<file path="config.mk">
export PLATFORM = sky130hd
export DESIGN_NAME = mul_issue_ctrl_flat
export DESIGN_NICKNAME = d
export VERILOG_FILES = /design/src/rtl/mul_issue_ctrl_pkg.sv /design/src/rtl/mul_issue_ctrl_if.sv /design/src/rtl/mul_issue_ctrl_fifo.sv /design/src/rtl/mul_issue_ctrl.sv /design/src/flat_wrapper.sv
export SDC_FILE = /design/constraint.sdc
export NUM_CORES = 1
export LEC_CHECK = 0
export BUFFER_PORTS_ARGS = -buffer_cell sky130_fd_sc_hd__buf_2
export CORE_ASPECT_RATIO = 0.75
export CORE_MARGIN = 1.5
export CORE_UTILIZATION = 30
export DETAILED_ROUTE_END_ITERATION = 10
export SETUP_SLACK_MARGIN = 0.05
export SYNTH_ARGS = -nofsm -noshare
export SYNTH_HDL_FRONTEND = slang
export SYNTH_SLANG_ARGS = --single-unit
</file>
<file path="constraint.sdc">
create_clock -name mul_clk -period 11.57 [get_ports mul_clk]
set_input_delay 0.5785 -clock mul_clk [delete_from_list [all_inputs] [get_ports mul_clk]]
set_output_delay 0.5785 -clock mul_clk [all_outputs]
set_load 0.03 [all_outputs]
</file>
<file path="src/rtl/mul_issue_ctrl_pkg.sv">
// Shared types and widths for the multiplier issue sequencer.
package mul_pkg;

  localparam int OP_W   = 32;
  localparam int PROD_W = 64;

  typedef enum logic [1:0] {
    ST_IDLE    = 2'd0,
    ST_SETUP   = 2'd1,
    ST_RUN     = 2'd2,
    ST_RECOVER = 2'd3
  } mul_state_e;

endpackage

</file>
<file path="src/rtl/mul_issue_ctrl_if.sv">
// Operand-in, multiplier-side and product-out signals of the issue sequencer.
interface mul_issue_ctrl_if #(
  parameter int TAG_W = 4
);

  logic                        in_valid;
  logic                        in_ready;
  logic [mul_pkg::OP_W-1:0]    in_x;
  logic [mul_pkg::OP_W-1:0]    in_y;
  logic [TAG_W-1:0]            in_tag;

  logic                        mul;
  logic [mul_pkg::OP_W-1:0]    x;
  logic [mul_pkg::OP_W-1:0]    y;
  logic                        complete;
  logic [mul_pkg::PROD_W-1:0]  result;

  logic                        out_valid;
  logic                        out_ready;
  logic [mul_pkg::PROD_W-1:0]  out_result;
  logic [TAG_W-1:0]            out_tag;
  logic                        out_err;
  logic                        busy;

  modport slave (
    input  in_valid, in_x, in_y, in_tag, complete, result, out_ready,
    output in_ready, mul, x, y, out_valid, out_result, out_tag, out_err, busy
  );

  modport master (
    output in_valid, in_x, in_y, in_tag, complete, result, out_ready,
    input  in_ready, mul, x, y, out_valid, out_result, out_tag, out_err, busy
  );

endinterface

</file>
<file path="src/rtl/mul_issue_ctrl_fifo.sv">
// Operand FIFO: registered storage, push visible to the reader one cycle later,
// push_rdy = !full (held low during reset), no push/pop bypass.
module mul_op_fifo #(
  parameter int DEPTH = 2,
  parameter int W     = 68
) (
  input  logic         clk,
  input  logic         rst,
  input  logic         push_vld,
  output logic         push_rdy,
  input  logic [W-1:0] push_dat,
  input  logic         pop,
  output logic [W-1:0] pop_dat,
  output logic         empty
);

  localparam int PTR_W = $clog2(DEPTH);
  localparam int CNT_W = PTR_W + 1;

  logic [W-1:0]     mem_q [DEPTH];
  logic [W-1:0]     mem_d [DEPTH];
  logic [PTR_W-1:0] wr_ptr_q, wr_ptr_d;
  logic [PTR_W-1:0] rd_ptr_q, rd_ptr_d;
  logic [CNT_W-1:0] cnt_q, cnt_d;
  logic             full;
  logic             do_push;
  logic             do_pop;

  assign full     = (cnt_q == CNT_W'(DEPTH));
  assign empty    = (cnt_q == '0);
  assign push_rdy = !full && !rst;
  assign do_push  = push_vld && push_rdy;
  assign do_pop   = pop && !empty;
  assign pop_dat  = mem_q[rd_ptr_q];

  // Pointers are power-of-two wide, so plain increment wraps modulo DEPTH.
  always_comb begin
    mem_d    = mem_q;
    wr_ptr_d = wr_ptr_q;
    rd_ptr_d = rd_ptr_q;
    if (do_push) begin
      mem_d[wr_ptr_q] = push_dat;
      wr_ptr_d        = wr_ptr_q + PTR_W'(1);
    end
    if (do_pop) begin
      rd_ptr_d = rd_ptr_q + PTR_W'(1);
    end
    cnt_d = cnt_q + CNT_W'(do_push) - CNT_W'(do_pop);
  end

  always_ff @(posedge clk or posedge rst) begin
    if (rst) begin
      for (int i = 0; i < DEPTH; i++) begin
        mem_q[i] <= '0;
      end
      wr_ptr_q <= '0;
      rd_ptr_q <= '0;
      cnt_q    <= '0;
    end else begin
      mem_q    <= mem_d;
      wr_ptr_q <= wr_ptr_d;
      rd_ptr_q <= rd_ptr_d;
      cnt_q    <= cnt_d;
    end
  end

endmodule

</file>
<file path="src/rtl/mul_issue_ctrl.sv">
// Sequences buffered operand pairs through the iterative multiplier: pop, SETUP, RUN (mul=1) until
// complete or timeout, RECOVER; one product per L+3 cycles, no pop while an unconsumed product is held.
module mul_issue_ctrl
  import mul_pkg::*;
#(
  parameter int DEPTH   = 2,
  parameter int TAG_W   = 4,
  parameter int TIMEOUT = 127
) (
  input logic              mul_clk,
  input logic              reset,
  mul_issue_ctrl_if.slave  bus
);

  localparam int TMR_W = $clog2(TIMEOUT + 1);
  localparam int FW    = TAG_W + 2 * OP_W;

  mul_state_e        state_q, state_d;
  logic [OP_W-1:0]   x_q, x_d;
  logic [OP_W-1:0]   y_q, y_d;
  logic [TAG_W-1:0]  tag_q, tag_d;
  logic [TMR_W-1:0]  timer_q, timer_d;
  logic              out_vld_q, out_vld_d;
  logic [PROD_W-1:0] out_res_q, out_res_d;
  logic [TAG_W-1:0]  out_tag_q, out_tag_d;
  logic              out_err_q, out_err_d;

  logic              fifo_pop;
  logic              fifo_empty;
  logic [FW-1:0]     fifo_dat;

  mul_op_fifo #(
    .DEPTH (DEPTH),
    .W     (FW)
  ) u_fifo (
    .clk      (mul_clk),
    .rst      (reset),
    .push_vld (bus.in_valid),
    .push_rdy (bus.in_ready),
    .push_dat ({bus.in_tag, bus.in_y, bus.in_x}),
    .pop      (fifo_pop),
    .pop_dat  (fifo_dat),
    .empty    (fifo_empty)
  );

  always_comb begin
    state_d   = state_q;
    x_d       = x_q;
    y_d       = y_q;
    tag_d     = tag_q;
    timer_d   = timer_q;
    out_vld_d = out_vld_q;
    out_res_d = out_res_q;
    out_tag_d = out_tag_q;
    out_err_d = out_err_q;
    fifo_pop  = 1'b0;

    if (out_vld_q && bus.out_ready) begin
      out_vld_d = 1'b0;
    end

    case (state_q)
      // Issuing only when the output slot is free (or freeing now) means capture never overwrites.
      ST_IDLE: begin
        if (!fifo_empty && (!out_vld_q || bus.out_ready)) begin
          fifo_pop            = 1'b1;
          {tag_d, y_d, x_d}   = fifo_dat;
          state_d             = ST_SETUP;
        end
      end
      ST_SETUP: begin
        timer_d = TMR_W'(1);
        state_d = ST_RUN;
      end
      ST_RUN: begin
        if (bus.complete) begin
          out_res_d = bus.result;
          out_tag_d = tag_q;
          out_err_d = 1'b0;
          out_vld_d = 1'b1;
          state_d   = ST_RECOVER;
        end else if (timer_q == TMR_W'(TIMEOUT)) begin
          out_res_d = '0;
          out_tag_d = tag_q;
          out_err_d = 1'b1;
          out_vld_d = 1'b1;
          state_d   = ST_RECOVER;
        end else begin
          timer_d = timer_q + TMR_W'(1);
        end
      end
      ST_RECOVER: begin
        timer_d = '0;
        state_d = ST_IDLE;
      end
      default: state_d = ST_IDLE;
    endcase
  end

  always_ff @(posedge mul_clk or posedge reset) begin
    if (reset) begin
      state_q   <= ST_IDLE;
      x_q       <= '0;
      y_q       <= '0;
      tag_q     <= '0;
      timer_q   <= '0;
      out_vld_q <= 1'b0;
      out_res_q <= '0;
      out_tag_q <= '0;
      out_err_q <= 1'b0;
    end else begin
      state_q   <= state_d;
      x_q       <= x_d;
      y_q       <= y_d;
      tag_q     <= tag_d;
      timer_q   <= timer_d;
      out_vld_q <= out_vld_d;
      out_res_q <= out_res_d;
      out_tag_q <= out_tag_d;
      out_err_q <= out_err_d;
    end
  end

  // mul decodes straight from the state flop so an async reset drops it at once.
  assign bus.mul        = (state_q == ST_RUN);
  assign bus.x          = x_q;
  assign bus.y          = y_q;
  assign bus.out_valid  = out_vld_q;
  assign bus.out_result = out_res_q;
  assign bus.out_tag    = out_tag_q;
  assign bus.out_err    = out_err_q;
  assign bus.busy       = (state_q != ST_IDLE) || !fifo_empty;

endmodule

</file>
<file path="src/flat_wrapper.sv">
// flat-port wrapper written by rule: the top's interface ports become plain ports
module mul_issue_ctrl_flat import mul_pkg::*;
#(
  parameter int DEPTH   = 2,
  parameter int TAG_W   = 4,
  parameter int TIMEOUT = 127
)
  (mul_clk, reset, bus_in_valid, bus_in_x, bus_in_y, bus_in_tag, bus_complete, bus_result, bus_out_ready, bus_in_ready, bus_mul, bus_x, bus_y, bus_out_valid, bus_out_result, bus_out_tag, bus_out_err, bus_busy);
  mul_issue_ctrl_if #(.TAG_W(TAG_W)) bus_i ();
  input logic mul_clk;
  input logic reset;
  input wire logic [$bits(bus_i.in_valid)-1:0] bus_in_valid;
  input wire logic [$bits(bus_i.in_x)-1:0] bus_in_x;
  input wire logic [$bits(bus_i.in_y)-1:0] bus_in_y;
  input wire logic [$bits(bus_i.in_tag)-1:0] bus_in_tag;
  input wire logic [$bits(bus_i.complete)-1:0] bus_complete;
  input wire logic [$bits(bus_i.result)-1:0] bus_result;
  input wire logic [$bits(bus_i.out_ready)-1:0] bus_out_ready;
  output wire logic [$bits(bus_i.in_ready)-1:0] bus_in_ready;
  output wire logic [$bits(bus_i.mul)-1:0] bus_mul;
  output wire logic [$bits(bus_i.x)-1:0] bus_x;
  output wire logic [$bits(bus_i.y)-1:0] bus_y;
  output wire logic [$bits(bus_i.out_valid)-1:0] bus_out_valid;
  output wire logic [$bits(bus_i.out_result)-1:0] bus_out_result;
  output wire logic [$bits(bus_i.out_tag)-1:0] bus_out_tag;
  output wire logic [$bits(bus_i.out_err)-1:0] bus_out_err;
  output wire logic [$bits(bus_i.busy)-1:0] bus_busy;
  assign bus_i.in_valid = bus_in_valid;
  assign bus_i.in_x = bus_in_x;
  assign bus_i.in_y = bus_in_y;
  assign bus_i.in_tag = bus_in_tag;
  assign bus_i.complete = bus_complete;
  assign bus_i.result = bus_result;
  assign bus_i.out_ready = bus_out_ready;
  assign bus_in_ready = bus_i.in_ready;
  assign bus_mul = bus_i.mul;
  assign bus_x = bus_i.x;
  assign bus_y = bus_i.y;
  assign bus_out_valid = bus_i.out_valid;
  assign bus_out_result = bus_i.out_result;
  assign bus_out_tag = bus_i.out_tag;
  assign bus_out_err = bus_i.out_err;
  assign bus_busy = bus_i.busy;
  mul_issue_ctrl #(.DEPTH(DEPTH), .TAG_W(TAG_W), .TIMEOUT(TIMEOUT)) u_core (.mul_clk(mul_clk), .reset(reset), .bus(bus_i));
endmodule
</file>
; ---- Word-level counts from Yosys, hierarchy flattened
; Index checks and enable logic that the tools add are counted.
[word_totals]
register_bits = 287
input_bits = 137
out_inout_bits = 137
wordCells = 79
[classes]
n_addsub = 5
magnitude_cmp = 3
eq_ne = 9
mux = 25
bitwise_logic = 2
n_reduce_logical = 21
[ops]
columns = op, count
row1 = $mux W68, 4
row2 = $bwmux W136, 1
row3 = $mux W64, 2
row4 = $demux W68 S1, 1
row5 = $pmux W7 S3, 1
row6 = $mux W7, 2
row7 = $mux W1, 8
row8 = $mux W4, 2
row9 = $pmux W2 S4, 1
row10 = $add A7 B1 Y7 const B, 1
row11 = $eq A7 B7 Y1 const B, 1
row12 = $eq A2 B2 Y1 const B, 3
row13 = $logic_and A1 B1 Y1, 6
row14 = $mux W2, 3
row15 = $reduce_and A2 Y1, 3
row16 = $ge A2 B2 Y1 const B, 2
row17 = $logic_not A1 Y1, 4
row18 = $logic_not A2 Y1, 2
row19 = $ne A2 B2 Y1 const B, 2
row20 = $not A1 Y2, 2
row21 = $reduce_bool A2 Y1, 2
row22 = $ne A3 B2 Y1 const B, 1
row23 = $reduce_and A3 Y1, 1
row24 = $reduce_bool A3 Y1, 1
row25 = 7 further kinds, 9

; ---- Depth between registers and ports, before layout
; Gate-level depths: netlist of run 1.
[logic_depth]
depth_word = 7
depth_mapped = 10
ltp_nobuf = 9

; ---- By module
; A second synthesis of run 1 with hierarchy kept.
[hier_totals]
hier_cells = 748
area_unflattened_um2 = 11631.2
[modules_own_cells]
columns = mod, instances, cells_per_inst, area_per_inst_um2, seq_area_each_um2
row1 = mul_op_fifo, 1, 383, 6049.6, 3503.4
row2 = mul_issue_ctrl, 1, 365, 5581.6, 3678.5

; ---- Least setup slack after synthesis of run 1
; No wires, ideal clock.
[synth_timing]
path_type = in2reg
start = in reset
end = reg u_core.u_fifo.cnt_q[1]
arrival_time_ns = 8.420
setup_slack_ns = 3.027
path_stages = 7
n_path_buf = 0
path_cell_list = inv_1 -> o211ai_2 -> ha_1 -> inv_1 -> ha_1 -> xnor2_1 -> xnor2_1
[synth_via]
elab_chain_cells = 5
[synth_rtl]
columns = element, line
row1 = start: declaration, flat_wrapper.sv:11  ; input logic reset;
row2 = $logic_not A1 Y1 (no source line), n/a
row3 = $logic_and A1 B1 Y1, mul_issue_ctrl_fifo.sv:31  ; assign push_rdy = !full && !rst;
row4 = $logic_and A1 B1 Y1, mul_issue_ctrl_fifo.sv:32  ; assign do_push = push_vld && push_rdy;
row5 = $add A2 B1 Y2, mul_issue_ctrl_fifo.sv:48  ; cnt_d = cnt_q + CNT_W'(do_push) - CNT_W'(do_pop);
row6 = $sub A2 B1 Y2, mul_issue_ctrl_fifo.sv:48
row7 = net u_core.u_fifo.cnt_d[1], mul_issue_ctrl_fifo.sv:24  ; logic [CNT_W-1:0] cnt_q, cnt_d;
row8 = end signal: assignment, mul_issue_ctrl_fifo.sv:63  ; cnt_q <= cnt_d;
row9 = end: declaration, mul_issue_ctrl_fifo.sv:24
; The timed path passes the listed nets, and every way through them passes these cells.
; A chain may end at the register's enable or synchronous reset.

; ---- Worst setup path after layout of run 1
[layout_timing]
start = reg u_core.state_q[0]
end = reg u_core.out_res_q[45] (netlist: u_core.bus.out_result[45])
[layout_via]
elab_chain_cells = 2
[layout_rtl]
columns = element, line
row1 = start: declaration, mul_issue_ctrl.sv:18  ; mul_state_e state_q, state_d;
row2 = start signal: assignment, mul_issue_ctrl.sv:112  ; state_q <= state_d;
row3 = $eq A2 B2 Y1, mul_issue_ctrl.sv:62  ; case (state_q)
row4 = $reduce_and A2 Y1 (no source line), n/a
row5 = end signal: assignment, mul_issue_ctrl.sv:118  ; out_res_q <= out_res_d;
row6 = end: declaration, mul_issue_ctrl.sv:24  ; logic [PROD_W-1:0] out_res_q, out_res_d;
; Every way passes these cells.

==> impl_metrics.py, run 1 <==
metrics = {
    "timing": {
        "finalClockSkew_ns": 0.02914,
        "setup_viol": 0,
        "fin_tns_setup_ns": 0,
        "min_period_over_period": 0.2396,
        "period_minus_slack_ns": 2.772,
        "rsz0062_at_grt": "no",
        "fmax_mhz": 360.7,
        "tightest_slew_ns": 1.079,
        "maxSlewHeadroom": 0.2806,
        "hold_viol_final": 0,
        "setup_ws_ns": 8.798,
        "final_max_slew_viol_count": 0,
    },
    "floorplan": {
        "fp.coreArea_um2": 38320,
        "ios": 274,
        "start_util": 0.3042,
        "chipHeight_um": 173.7,
        "fp.dieW_um": 230.6,
        "design.die.area_um2": 40060,
        "rows": 62,
    },
    "worst_setup_path": {
        "critPathTopFamily": "buffers and inverters",
        "crit_fanout": 66,
        "crit_type": "register to register",
        "cpPeakStageDelay_ns": 0.61,
        "worstSetupEndpointType": "register",
        "cpMaxStageDelayCell": "buf_4",
        "start_kind": "register",
        "path_cells": "inv_1 > ha_1 > and2_2 > buf_4 > a21oi_4 > buf_4 > a22o_1",
        "worstPathRequired_ns": 12.07,
        "cp.arrival_ns": 3.27,
        "cp_common_cell": "buf_4",
        "critical_path_buf_inv_count": 3,
    },
    "grt": {
        "grt_pass1_wl_um": 41470,
        "grt_max_degree": 163,
        "antenna_found_initial": 7,
        "grt_pass1_vias": 7442,
        "grt.total_usage": 0.1284,
        "grt-ovfl-total": 0,
    },
    "yosys": {
        "synth.net_count": 889,
        "synth-seq-cells": 287,
        "synthFlopType": "dfrtp_1",
        "ys_seq_area_frac": 0.6161,
        "synth_edf_count": 0,
        "synth.cell_area_um2": 11660,
        "async_reset_ff_frac": 1.000,
        "yosysWarnings": 0,
        "syn_inst": 744,
        "syn_area_per_cell_um2": 15.67,
        "ys_types": 39,
    },
    "pwr": {
        "p_leak_nw": 6.918,
        "power_density_nw_per_um2": 321.0,
        "peakVddDrop_v": 0.0001427,
        "finalPower_mw": 4.685,
    },
    "clock_tree": {
        "cts-hold-fix-buffers": 0,
        "cts-root-buf": "clkbuf_16",
        "clock_sink_count": 287,
        "htreeDepth": 1,
        "clkTransAtPathRegs_ns": 0.06,
        "cts-resized-gates": 0,
        "cts_setup_buffers": 0,
        "clock_latency_ns": 0.57,
        "numCtsBuffers": 31,
        "cts_tree": "yes",
        "cts_buffer_depth": 3,
    },
    "placement": {
        "place_ws_ns": 8.229,
        "io_buffers": 273,
        "place_inst": 1494,
        "dpl.hpwl_um": 16270,
        "dpl-instance-area_um2": 13530,
        "gp_congestion": 0.7653,
    },
    "routing": {
        "vias": 7082,
        "dr.first_iter.drc_count": 346,
        "vias_per_cell": 4.566,
        "drc": 0,
        "drt_wl_total_um": 25980,
        "ant_nets": 0,
        "dr.pass1.iters": 4,
        "wl_per_cell_um": 16.75,
    },
    "hold_path": {
        "hp-class": "primary input to async pin",
    },
    "finish": {
        "layout-drive-gt1-share": 0.5927,
        "final_common_cell": "dfrtp_1",
        "layout.nets": 1160,
        "syn_to_final_growth_pct": 25.20,
        "final_cell_mix": "dfrtp_1 (286), buf_2 (273), mux2_2 (249)",
        "fin_area_um2": 14590,
        "instances_no_fill": 1551,
    },
    "job": {
        "maxCapViolCount": 0,
    },
    "outcome": {
        "outcome": "finished, final reports clean",
    },
}
==> worst paths after layout <==
check,from,cells past startpoint,endpoint,slack (ns)
max,u_core.state_q[0]$_DFFE_PP0P_,7,u_core.bus.out_result[45]$_DFFE_PP0P_,8.80
min,reset,2,u_core.bus.out_result[19]$_DFFE_PP0P_,0.03
max reg2reg,u_core.state_q[0]$_DFFE_PP0P_,7,u_core.bus.out_result[45]$_DFFE_PP0P_,8.80
min reg2reg,u_core.tag_q[2]$_DFFE_PP0P_,1,u_core.bus.out_tag[2]$_DFFE_PP0P_,0.49
max in group asynchronous,reset,3,u_core.u_fifo.mem_q[48]$_DFFE_PP0P_,10.11
min in group mul_clk,bus_result[52],2,u_core.bus.out_result[52]$_DFFE_PP0P_,0.23
==> per-layer routing <==
layer | part of all wire | global-route usage
met5 | 0.0013 | 0
met4 | 0.015 | 0.02451
met3 | 0.086 | 0.04836
met2 | 0.45 | 0.2022
met1 | 0.45 | 0.1695
==> area by class of cell <==
type | count | area (µm²)
Fill cell | 3659 | 23730
Sequential cell | 287 | 7186
Multi-Input combinational cell | 405 | 4224
Timing Repair Buffer | 282 | 1446
Clock buffer | 41 | 883.3
Tap cell | 512 | 640.6
Clock inverter | 13 | 168.9
Inverter | 8 | 37.54
Antenna cell | 3 | 7.507
==> cells in the mapped netlist (3+ instances only) <==
cell	instances	area [µm²]
buf_6	5	56.30
nor2_1	7	26.28
nand3_1	4	20.02
mux2_1	7	78.83
mux2_4	20	300.3
mux2_2	249	2804
clkbuf_1	15	56.30
o21ai_0	3	15.01
buf_4	4	30.03
a22o_1	65	569.3
dfrtp_1	287	7182
nand2_1	5	18.77
buf_2	19	95.09
inv_1	7	26.28
ha_1	8	100.1
a21oi_1	8	40.04
xnor2_1	4	35.03
==> flip-flops by register name (all words and copies together) (netlist names) <==
name / cells
u_core.u_fifo.mem_q: 136
u_core.bus.out_result: 64
u_core.bus.x: 32
u_core.bus.y: 32
u_core.timer_q: 7
u_core.bus.out_tag: 4
u_core.tag_q: 4
u_core.state_q: 2
u_core.u_fifo.cnt_q: 2
u_core.bus.out_err: 1
u_core.bus.out_valid: 1
u_core.u_fifo.rd_ptr_q: 1
u_core.u_fifo.wr_ptr_q: 1
==> kinds of logic (layout without fill, tap and decap cells) <==
logic type,count (synthesis),in the layout,synth area share
compound gates,88,88,0.06290
xor+xnor,4,4,0.003005
flops,287,287,0.6161
other cells,0,3,0
buf+inv,52,344,0.02329
simple gates,29,29,0.01299
fa+ha+maj,8,8,0.008588
mux,276,276,0.2731
==> worst register-to-register path, cell delays in order, from the launching register on <==
cell	delay, ns
dfrtp_1	0.39
inv_1	0.09
ha_1	0.35
and2_2	0.23
buf_4	0.32
a21oi_4	0.42
buf_4	0.61
a22o_1	0.28
==> through the flow <==
stage / util / hold slack [ns]
final: 0.3808 / 0.03017
after global routing: 0.3806 / 0.07234
after CTS: 0.3806 / 0.03960
after detailed placement: 0.3532 / 0.4752
after global placement: 0.3532 / 0.4691
after floorplan: - / 0.4585
==> where the power goes <==
part	internal [mW]	leakage [nW]	switching [mW]
logic	0.890	2.93	1.03
registers	1.50	3.48	0.244
clock network	0.603	0.516	0.411
total	3.00	6.92	1.69
No activity file was read; power rests on OpenSTA's default activity.
==> inputs of run 2 (changes only) <==
clock period = 2.22 ns   (was 11.57 ns; I/O delays follow)
==> impl_metrics.py, run 2 (synthesized netlist as in run 1, its figures left out) <==
metrics = {
    "outcome": {
        "outcome": "finished, final reports clean",
    },
    "pwr": {
        "p_leak_nw": 7.642,
        "power_density_nw_per_um2": 1541,
        "peakVddDrop_v": 0.0008785,
    },
    "finish": {
        "layout-drive-gt1-share": 0.5284,
        "final_cell_mix": "dfrtp_1 (286), buf_2 (273), mux2_2 (236)",
        "fin_util": 0.4213,
        "final_common_cell": "dfrtp_1",
        "layout.nets": 1308,
        "largest_register_ffs": 136,
        "syn_to_final_growth_pct": 38.51,
        "regMostFlops": "u_core.u_fifo.mem_q",
    },
    "routing": {
        "dr.pass1.iters": 4,
        "drc": 0,
        "dr.first_iter.drc_count": 253,
        "vias": 7715,
        "wl_per_cell_um": 17.06,
        "drt_wl_total_um": 28900,
        "vias_per_cell": 4.554,
        "ant_nets": 0,
    },
    "worst_setup_path": {
        "cpMaxStageDelayCell": "buf_4",
        "path_cells": "inv_1 > ha_1 > and2_2 > buf_4 > a22o_1",
        "crit_fanout": 65,
        "cpPeakStageDelay_ns": 0.55,
        "worstSetupEndpointType": "register",
        "cp.arrival_ns": 2.44,
        "start_kind": "register",
        "crit_type": "register to register",
        "worstPathRequired_ns": 2.71,
    },
    "timing": {
        "maxSlewHeadroom": 0.4143,
        "fin_hold_ws_ns": 0.1626,
        "fmax_mhz": 514.1,
        "finalClockSkew_ns": 0.01135,
        "tightest_slew_ns": 0.8785,
        "final_max_slew_viol_count": 0,
        "hold_viol_final": 0,
        "setup_viol": 0,
        "rsz0062_at_grt": "no",
        "min_period_over_period": 0.8762,
        "period_minus_slack_ns": 1.945,
    },
    "grt": {
        "grt_pass1_vias": 8186,
        "grt.total_usage": 0.1423,
        "grt-ovfl-total": 0,
        "antenna_found_initial": 1,
        "grt_max_degree": 120,
        "grt_pass1_wl_um": 45860,
    },
    "clock_tree": {
        "numCtsBuffers": 31,
        "clock_sink_count": 287,
        "htreeDepth": 1,
        "cts-root-buf": "clkbuf_16",
        "cts_tree": "yes",
        "cts_buffer_depth": 3,
        "clock_latency_ns": 0.56,
        "cts-resized-gates": 0,
        "clkTransAtPathRegs_ns": 0.06,
    },
    "placement": {
        "io_buffers": 273,
        "gp_congestion": 0.8333,
        "dpl.hpwl_um": 17940,
    },
    "floorplan": {
        "fp.coreArea_um2": 38320,
        "fp.dieW_um": 230.6,
        "ios": 274,
        "rows": 62,
        "chipHeight_um": 173.7,
        "design.die.area_um2": 40060,
        "start_util": 0.3042,
    },
    "job": {
        "maxCapViolCount": 0,
    },
    "hold_path": {
        "hp-class": "primary input to async pin",
    },
}
[run 2: cell types whose count changed in the layout (fill, tap and decap cells not counted), moves of 5 or more]
| cell | change |
|---|---|
| mux2_4 | +20 |
| clkbuf_1 | +5 |
| dlygate4sd3_1 | +137 |
| mux2_1 | -7 |
| buf_12 | +8 |
| mux2_2 | -13 |
[run 2: through the flow]
step                      setup slack (ns)  setup TNS [ns]  instance area [µm²]  total power, mW  instances
after global routing                0.1381               0                16150            26.42       1694
after detailed placement            0.3267               0                13790            19.75       1505
final                               0.2748               0                16150            24.88       1694
after global placement              0.3656               0                13790            19.55       1505
after floorplan                     -3.608         -977.19                11770            16.83        744
after CTS                           0.2781               0                16140            25.26       1693
[run 2: layer usage]
layer | up-vias | wire (µm) | global-route usage
met1 | 3891 | 13290 | 0.1925
met3 | 46 | 2075 | 0.04128
met2 | 235 | 12830 | 0.2229
met5 | - | 0 | 0
li1 | 3543 | - | -
met4 | 0 | 705 | 0.03731
[run 2: worst max-delay path, delay by kind of cell, from the launching register on]
family / cells / cell delay (ns)
adders and majority gates: 1 / 0.27
DFF: 1 / 0.41
buffers and inverters: 2 / 0.67
and+or+nand+nor: 1 / 0.22
AOI/OAI and AO/OA: 1 / 0.27
[run 2: report_power, final]
| group | leakage (nW) | switching [mW] | internal, mW |
|---|---|---|---|
| clock network | 0.483 | 2.09 | 3.02 |
| logic | 3.68 | 5.47 | 5.09 |
| registers | 3.48 | 1.38 | 7.84 |
| total | 7.64 | 8.93 | 16.0 |
[run 2: what timing repair did]
action	CTS	global route
endpoints found under the setup margin	0	0
hold endpoints to repair	342	0
setup buffers	0	0
hold buffers	137	0
[run 2: final cells by class]
cell class,instances,area [µm²]
Tap cell,512,640.6
Timing Repair Buffer,430,3000
Antenna cell,1,2.502
Sequential cell,287,7186
Inverter,8,33.78
Fill cell,3501,22180
Clock buffer,43,860.8
Multi-Input combinational cell,405,4299
Clock inverter,8,122.6
[run 2: worst paths after layout]
kind                                                         endpoint                                  start  slack (ns)  depth (start not counted)
worst max-delay path            u_core.bus.out_result[19]$_DFFE_PP0P_          u_core.state_q[0]$_DFFE_PP0P_        0.27                          5
worst max register to register  u_core.bus.out_result[19]$_DFFE_PP0P_          u_core.state_q[0]$_DFFE_PP0P_        0.27                          5
worst min register to register  u_core.bus.out_result[52]$_DFFE_PP0P_  u_core.bus.out_result[52]$_DFFE_PP0P_        0.50                          1
worst min-delay path             u_core.u_fifo.mem_q[123]$_DFFE_PP0P_                                  reset        0.16                          4
min in group mul_clk             u_core.bus.out_result[9]$_DFFE_PP0P_                          bus_result[9]        0.32                          3
max in group asynchronous         u_core.u_fifo.mem_q[93]$_DFFE_PP0P_                                  reset        0.99                          5
